<file path="config.mk">
export PLATFORM = sky130hd
export DESIGN_NAME = shift_sequencer
export DESIGN_NICKNAME = d
export VERILOG_FILES = /design/src/rtl/shift_seq_pkg.sv /design/src/rtl/shift_seq_step_cnt.sv /design/src/rtl/shift_sequencer.sv
export SDC_FILE = /design/constraint.sdc
export NUM_CORES = 1
export LEC_CHECK = 0
export BUFFER_PORTS_ARGS = -buffer_cell sky130_fd_sc_hd__buf_2
export CAP_MARGIN = 30
export CORE_MARGIN = 3
export CORE_UTILIZATION = 40
export CTS_BUF_LIST = sky130_fd_sc_hd__clkbuf_8
export CTS_CLUSTER_DIAMETER = 150
export CTS_CLUSTER_SIZE = 10
export DETAILED_ROUTE_END_ITERATION = 8
export MAX_ROUTING_LAYER = met4
export PLACE_DENSITY = 0.65
export SYNTH_ARGS = -nofsm -noshare
export SYNTH_HDL_FRONTEND = slang
export SYNTH_HIERARCHICAL = 1
export SYNTH_SLANG_ARGS = --single-unit
export TNS_END_PERCENT = 30
</file>
<file path="constraint.sdc">
create_clock -name clk_i -period 1.83 [get_ports clk_i]
set_input_delay 0.4575 -clock clk_i [delete_from_list [all_inputs] [get_ports clk_i]]
set_output_delay 0.4575 -clock clk_i [all_outputs]
set_load 0.02 [all_outputs]
</file>
<file path="src/rtl/shift_seq_pkg.sv">
// Shared encodings for the shift sequencer: command ops, register modes and FSM states.
package shift_seq_pkg;

    typedef enum logic [1:0] {
        OP_SHIFT      = 2'b00,
        OP_ROTATE     = 2'b01,
        OP_LOAD       = 2'b10,
        OP_LOAD_SHIFT = 2'b11
    } cmd_op_e;

    localparam logic [1:0] MODO_SHIFT  = 2'b00;
    localparam logic [1:0] MODO_ROTATE = 2'b01;
    localparam logic [1:0] MODO_LOAD   = 2'b10;

    typedef enum logic [1:0] {
        ST_IDLE  = 2'b00,
        ST_LOAD  = 2'b01,
        ST_SHIFT = 2'b10,
        ST_FIN   = 2'b11
    } seq_state_e;

endpackage

</file>
<file path="src/rtl/shift_seq_step_cnt.sv">
// Loadable down-counter holding the remaining shift/rotate steps of the active command.
module shift_seq_step_cnt #(
    parameter int CNT_W = 4
) (
    input  logic             clk_i,
    input  logic             rst_i,
    input  logic             load_i,
    input  logic [CNT_W-1:0] load_val_i,
    input  logic             dec_i,
    output logic             is_one_o,
    output logic             is_zero_o
);

    logic [CNT_W-1:0] count_q;
    logic [CNT_W-1:0] count_d;

    always_comb begin
        count_d = count_q;
        if (load_i) begin
            count_d = load_val_i;
        end else if (dec_i && (count_q != '0)) begin
            count_d = count_q - 1'b1;
        end
    end

    always_ff @(posedge clk_i) begin
        if (rst_i) begin
            count_q <= '0;
        end else begin
            count_q <= count_d;
        end
    end

    assign is_one_o  = (count_q == {{(CNT_W-1){1'b0}}, 1'b1});
    assign is_zero_o = (count_q == '0);

endmodule

</file>
<file path="src/rtl/shift_sequencer.sv">
// Command sequencer driving the 4-bit shift/rotate/load register controls.
// Optional SHIFT_SEQ_ABORT_EN adds abort_i/aborted_o to cancel a running command.
module shift_sequencer
    import shift_seq_pkg::*;
#(
    parameter int CNT_W = 4
) (
    input  logic             clk_i,
    input  logic             rst_i,
    input  logic             cmd_valid_i,
    output logic             cmd_ready_o,
    input  logic [1:0]       cmd_op_i,
    input  logic             cmd_dir_i,
    input  logic [CNT_W-1:0] cmd_cnt_i,
    input  logic [3:0]       cmd_data_i,
    input  logic             cmd_sin_i,
`ifdef SHIFT_SEQ_ABORT_EN
    input  logic             abort_i,
    output logic             aborted_o,
`endif
    output logic             enb_o,
    output logic             dir_o,
    output logic [1:0]       modo_o,
    output logic [3:0]       d_o,
    output logic             s_in_o,
    output logic             busy_o,
    output logic             done_o
);

    seq_state_e state_q, state_d;
    cmd_op_e    op_q;
    logic       dir_q;
    logic [3:0] data_q;
    logic       sin_q;
    logic       accept;
    logic       abortHit;
    logic       enbRaw;
    logic       cntOne;
    logic       cntZero;
    cmd_op_e    opIn;

    assign opIn   = cmd_op_e'(cmd_op_i);
    assign accept = cmd_valid_i && (state_q == ST_IDLE);

`ifdef SHIFT_SEQ_ABORT_EN
    logic aborted_q;
    assign abortHit = abort_i && ((state_q == ST_LOAD) || (state_q == ST_SHIFT));
    assign aborted_o = aborted_q;

    always_ff @(posedge clk_i) begin
        if (rst_i) begin
            aborted_q <= 1'b0;
        end else begin
            aborted_q <= abortHit;
        end
    end
`else
    assign abortHit = 1'b0;
`endif

    // A pure load never shifts, so its step field is forced to zero on capture.
    shift_seq_step_cnt #(.CNT_W(CNT_W)) u_step_cnt (
        .clk_i      (clk_i),
        .rst_i      (rst_i),
        .load_i     (accept),
        .load_val_i ((opIn == OP_LOAD) ? '0 : cmd_cnt_i),
        .dec_i      (state_q == ST_SHIFT),
        .is_one_o   (cntOne),
        .is_zero_o  (cntZero)
    );

    always_ff @(posedge clk_i) begin
        if (rst_i) begin
            state_q <= ST_IDLE;
            op_q    <= OP_SHIFT;
            dir_q   <= 1'b0;
            data_q  <= 4'b0000;
            sin_q   <= 1'b0;
        end else begin
            state_q <= state_d;
            if (accept) begin
                op_q   <= opIn;
                dir_q  <= cmd_dir_i;
                data_q <= cmd_data_i;
                sin_q  <= cmd_sin_i;
            end
        end
    end

    always_comb begin
        state_d = state_q;
        enbRaw  = 1'b0;
        modo_o  = MODO_SHIFT;
        d_o     = 4'b0000;
        s_in_o  = 1'b0;
        case (state_q)
            ST_IDLE: begin
                if (accept) begin
                    if (cmd_op_i[1]) begin
                        state_d = ST_LOAD;
                    end else if (cmd_cnt_i != '0) begin
                        state_d = ST_SHIFT;
                    end else begin
                        state_d = ST_FIN;
                    end
                end
            end
            ST_LOAD: begin
                enbRaw  = 1'b1;
                modo_o  = MODO_LOAD;
                d_o     = data_q;
                state_d = ((op_q == OP_LOAD_SHIFT) && !cntZero) ? ST_SHIFT : ST_FIN;
            end
            ST_SHIFT: begin
                enbRaw = 1'b1;
                modo_o = (op_q == OP_ROTATE) ? MODO_ROTATE : MODO_SHIFT;
                s_in_o = sin_q;
                if (cntOne) begin
                    state_d = ST_FIN;
                end
            end
            ST_FIN: begin
                state_d = ST_IDLE;
            end
            default: begin
                state_d = ST_IDLE;
            end
        endcase
        if (abortHit) begin
            state_d = ST_IDLE;
        end
    end

    assign enb_o       = enbRaw && !abortHit;
    assign dir_o       = dir_q;
    assign busy_o      = (state_q != ST_IDLE);
    assign cmd_ready_o = (state_q == ST_IDLE);
    assign done_o      = (state_q == ST_FIN);

endmodule

</file>
* Word-level counts from Yosys, hierarchy flattened *
Index checks and enable logic that the tools add are counted.

cells by class
  $add $sub $neg = 1
  multipliers = 0
  div/mod/pow operators = 0
  order comparisons = 0
  equality and inequality tests = 9
  shift operators = 0
  mux-type cells = 14
  bitwise logic cells = 0
  reductions and logical operators = 12

operator list
  operator               number
  $mux W4                4
  $eq A2 B2 Y1 const B   4
  $pmux W2 S4            1
  $reduce_bool A4 Y1     2
  $mux W2                3
  $mux W1                5
  $eq A2 B1 Y1 const B   2
  $eq A4 B1 Y1 const B   1
  $logic_not A4 Y1       1
  $pmux W2 S2            1
  $reduce_bool A2 Y1     2
  $sub A4 B1 Y4 const B  1
  $logic_and A1 B1 Y1    3
  $logic_not A2 Y1       1
  $ne A2 B1 Y1 const B   1
  $ne A2 B2 Y1 const B   1
  $reduce_and A2 Y1      1
  $reduce_or A2 Y1       1
  $logic_not A1 Y1       1

word-level totals
  register bits after elaboration = 14
  latch bits = 0
  memory bits (writable) = 0
  ROM bits = 0
  output and inout port bits = 12
  logic and storage cells = 42
  memories = 0

* Depth between registers and ports, before layout *
  word-level depth = 5
  gate-level depth with buffers = 8
  mapped depth without buffers = 7

* By module *
Netlist, hierarchy kept.

modules (own cells, without submodules)
  module              instances  cells an instance  area an instance (µm²)  seq. area each (µm²)
  shift_sequencer     1          70                 568.0                   200.2
  shift_seq_step_cnt  1          31                 282.8                   80.1

* Least setup slack after synthesis *
OpenSTA, ideal clock, no wires.

  kind = reg-to-reg
  start = register state_q[0]
  end = register u_step_cnt.count_q[1]
  setup time = 122 ps
  arrival time = 1617 ps
  path slack = 91 ps
  cell stages (with the launch flop) = 8
  buffers on the path = 1
  path through = dfxtp_1 -> inv_1 -> ha_1 -> buf_2 -> nand2_2 -> inv_1 -> nor3_1 -> a311o_1

on the way
  cells in the longest elaborated chain, start to end = 3
  elaborated cells between the ends (all ways) = 6

ends and longest elaborated chain
  element                                               RTL line                  text
  start, declared                                       shift_sequencer.sv:30     seq_state_e state_q, state_d;
  start signal, assigned                                shift_sequencer.sv:80     state_q <= state_d;
  $logic_not A2 Y1 (*)                                  n/a
  named net cmd_ready_o                                 shift_sequencer.sv:11     output logic cmd_ready_o,
  $logic_and A1 B1 Y1 (*)                               shift_sequencer.sv:43     assign accept = cmd_valid_i && (state_q == ST_IDLE);
  named net accept                                      shift_sequencer.sv:35     logic accept;
  $mux W4 / $reduce_bool A2 Y1 (equally long branches)  n/a
  end signal, assigned                                  shift_seq_step_cnt.sv:30  count_q <= count_d;
  end, declared                                         shift_seq_step_cnt.sv:14  logic [CNT_W-1:0] count_q;

Mark *: on every way through the listed nets, which the timed path passes. The rest lies on a longest branch.
A chain may end at the register's enable or synchronous reset.

* Worst setup path after layout *
  start = register state_q[1]
  end = output port modo_o[0]

on the way
  cells in the longest elaborated chain, start to end = 2
  elaborated cells between the ends (all ways) = 3

ends and longest elaborated chain
  element                                              RTL line               text
  $eq A2 B2 Y1 / $eq A2 B1 Y1 (equally long branches)  shift_sequencer.sv:96  case (state_q)
  $pmux W2 S2 (*)                                      shift_sequencer.sv:96
  end, declared                                        shift_sequencer.sv:23  output logic [1:0] modo_o,

Mark *: on every way between the ends. The rest lies on a longest branch, timed or not.

==> run metrics <==
vias in the first global route 731; drt pass-1 iters 7; pwr/cell area 1490 nW/um^2; Hold WC Path Type register to register; wire per inst 12.6 um; largest family of logic cells by synthesized area simple AND/OR/NAND/NOR gates; drt first-iter violations 19; endpoint of the worst hold path data_q[2]; Final HPWL DP 1440 um; Cells after Synth 101; Max Cap Viol 0; drt total wl 1980 um; CTS tree yes; adder-cell share of the synthesized area 0.0882; DR vias 809; Initial Util 0.429; post-route ant nets 0; status finished, final reports clean; Synth Area in XOR/XNOR 0; register area share after synthesis 0.329; final count of pins violating max slew 0; RePlAce Congestion 0.824; area of the die 2720 sq um; Setup TNS 0 ns; critical path class register to output pin; cell area after synthesis 851 sq um; Crit Path Max Fanout 4; Ports 27; cts hold-fix bufs 0; crit path DAT 1.32 ns; Worst Hold Path Cells 2; Slew Limit Headroom 0.742; Tmin final 1.77 ns; mux share of post-synthesis cell area 0.0118; H-Tree Depth 1; Syn-to-layout area delta 29.3%; r2r worst-path depth 7; utilization after layout 0.555; complex-gate fraction of the synthesized area 0.190; Critical-path top delay cell dfxtp_4; Sink Count 14; Max VDD drop 0.776 mV; latest clock arrival within the worst-skew pair 0.24 ns; unique cell type count in the Yosys netlist 31; post-synthesis simple-gate area fraction 0.322; CP delay by family, top flip-flops; Root Buffer clkbuf_8; fraction of power spent switching nets 0.425; register bit count reported by yosys 14; post-layout power 1640 uW; Core Footprint 1980 sq um; r2r setup slk 0.11 ns; Switch Pwr 699 uW; Reg clk slew, reported paths 0.06 ns; Least-Margin Pin Slew 0.383 ns; Worst EP required 1.37 ns; CP Launch Type register; Post-CTS Setup Inserts 0; # diodes 0; commonest non-fill, non-tap cell in the layout buf_2; # fillers 199; most frequent cells in the layout buf_2, nand2_1, dfxtp_1; die height 52.1 um; final setup vio count 0; PortBufs 26; part of the power in combinational logic 0.538; Clk pwr share 0.182; register share of total power 0.280; Max Fclk 0.564 GHz; final hold vios 0; DRC Markers 0; fin nets 152; Mean Syn Cell Area 8.42 sq um; crit-path cells inv_1 -> ha_4 -> and4b_1 -> buf_4; clock tree buffer depth 2; All-Layer GR Usage 0.167; RSZ-0062 raised after global routing false; Slowest Stage Delay on Critical Path 0.37 ns; reg-to-reg startpoint u_step_cnt/count_q[0]; r2r endpoint state_q[0]; Cell Int Power 945 uW; Tcrit/Tclk final 0.969; multi-input logic area 548 sq um; syn nets 122; Hold Startpoint data_q[2]; Ys Warns 6; grt total ovfl 0; first-pass GRT wire length 3280 um; Worst Skew 0.00205 ns; share of cells above drive strength 1 0.338; vias per inst 5.15; total CTS buffers 3; Leak Pwr 0.000481 uW; Buf/Inv on CP 2; Die X 52.1 um; CP endpoint kind output pin; Reg area 285 sq um; largest net degree at the start of global routing 18; Core Rows 16; initial antenna violation count 0
## flip-flops by register name (all words and copies together) (netlist names)
register / count
sin_q: 1
dir_o: 1
u_step_cnt/count_q: 4
state_q: 2
data_q: 4
op_q: 2
## metal layers
| metal | global-route usage | vias up | part of all wire |
|---|---|---|---|
| li1 | - | 409 | - |
| met1 | 0.213 | 368 | 0.49 |
| met2 | 0.253 | 28 | 0.46 |
| met3 | 0.0344 | 4 | 0.040 |
| met4 | 0.0786 | 0 | 0.016 |
| met5 | - | - | 0 |
## worst max-delay path by stage
stage                                 end  cells after the start                  start
floorplan           u_step_cnt/count_q[1]                      7             state_q[0]
global placement               state_q[0]                      7  u_step_cnt/count_q[1]
detailed placement             state_q[0]                      7  u_step_cnt/count_q[1]
CTS                             modo_o[0]                      4             state_q[0]
global route                    modo_o[0]                      4             state_q[1]
finish                          modo_o[0]                      4             state_q[1]
## cells in the mapped netlist
cell / instances / area [sq um]
a211oi_1: 2 / 15.0
buf_2: 1 / 5.00
nor4_1: 1 / 6.26
nand3b_1: 1 / 7.51
a21o_1: 1 / 7.51
a311o_1: 1 / 10.0
buf_6: 1 / 11.3
nand2_1: 12 / 45.0
a211o_1: 1 / 8.76
and2_1: 9 / 56.3
nand3_1: 9 / 45.0
a2111oi_4: 1 / 27.5
ha_1: 6 / 75.1
a311oi_1: 3 / 26.3
nor2_1: 5 / 18.8
inv_1: 8 / 30.0
mux2i_1: 1 / 10.0
o41ai_2: 1 / 16.3
a21oi_1: 10 / 50.1
buf_1: 1 / 3.75
nor3_1: 2 / 10.0
nand4b_1: 1 / 8.76
nand2_2: 1 / 6.26
dfxtp_1: 14 / 280
nor3b_1: 1 / 7.51
or3b_4: 1 / 11.3
nor4b_2: 1 / 15.0
or2b_1: 1 / 7.51
nor2b_1: 1 / 6.26
and4b_1: 1 / 10.0
nand2b_1: 2 / 12.5
## through the flow
step                      setup WS, ns  instance area, sq um  cells  hold WS (ns)
after global placement           0.154                  1010    153         0.439
after CTS                       0.0135                  1070    157         0.452
after floorplan                 0.0914                   851    101         0.432
final                           0.0572                  1100    157         0.451
after detailed placement        0.0744                  1010    153         0.444
after global routing           0.00641                  1100    157         0.475
## power groups by stage
| stage | sequential [uW] | combinational (uW) | clock [uW] |
|---|---|---|---|
| final | 460 | 884 | 299 |
| after global routing | 474 | 981 | 318 |
| after CTS | 447 | 821 | 302 |
| after detailed placement | 448 | 818 | 0 |
| after global placement | 445 | 802 | 0 |
| after floorplan | 438 | 609 | 0 |
## timing repair
item	4_1_cts	5_1_grt
setup endpoints to repair	1	3
pin swaps	0	1
resized for setup	2	8
## worst register-to-register path, stage by stage (launching register included)
cell	delay, ns
dfxtp_1	0.34
inv_1	0.11
ha_2	0.21
or3b_4	0.43
inv_1	0.07
nand3b_1	0.10
a211oi_1	0.08
o41ai_2	0.28
## cell families (layout without fill, tap and decap cells)
group | after synthesis | after routing
compound gates | 20 | 20
fa+ha+maj | 6 | 6
buf+inv | 11 | 40
flops | 14 | 14
mux | 1 | 1
simple gates | 49 | 49
## final cells by class
cell class                      instances  area share
Inverter                                8      0.0273
Multi-Input combinational cell         76       0.498
Tap cell                               27      0.0307
Timing Repair Buffer                   28       0.134
Clock buffer                            4      0.0501
Sequential cell                        14       0.259
No activity file was read; power rests on OpenSTA's default activity.
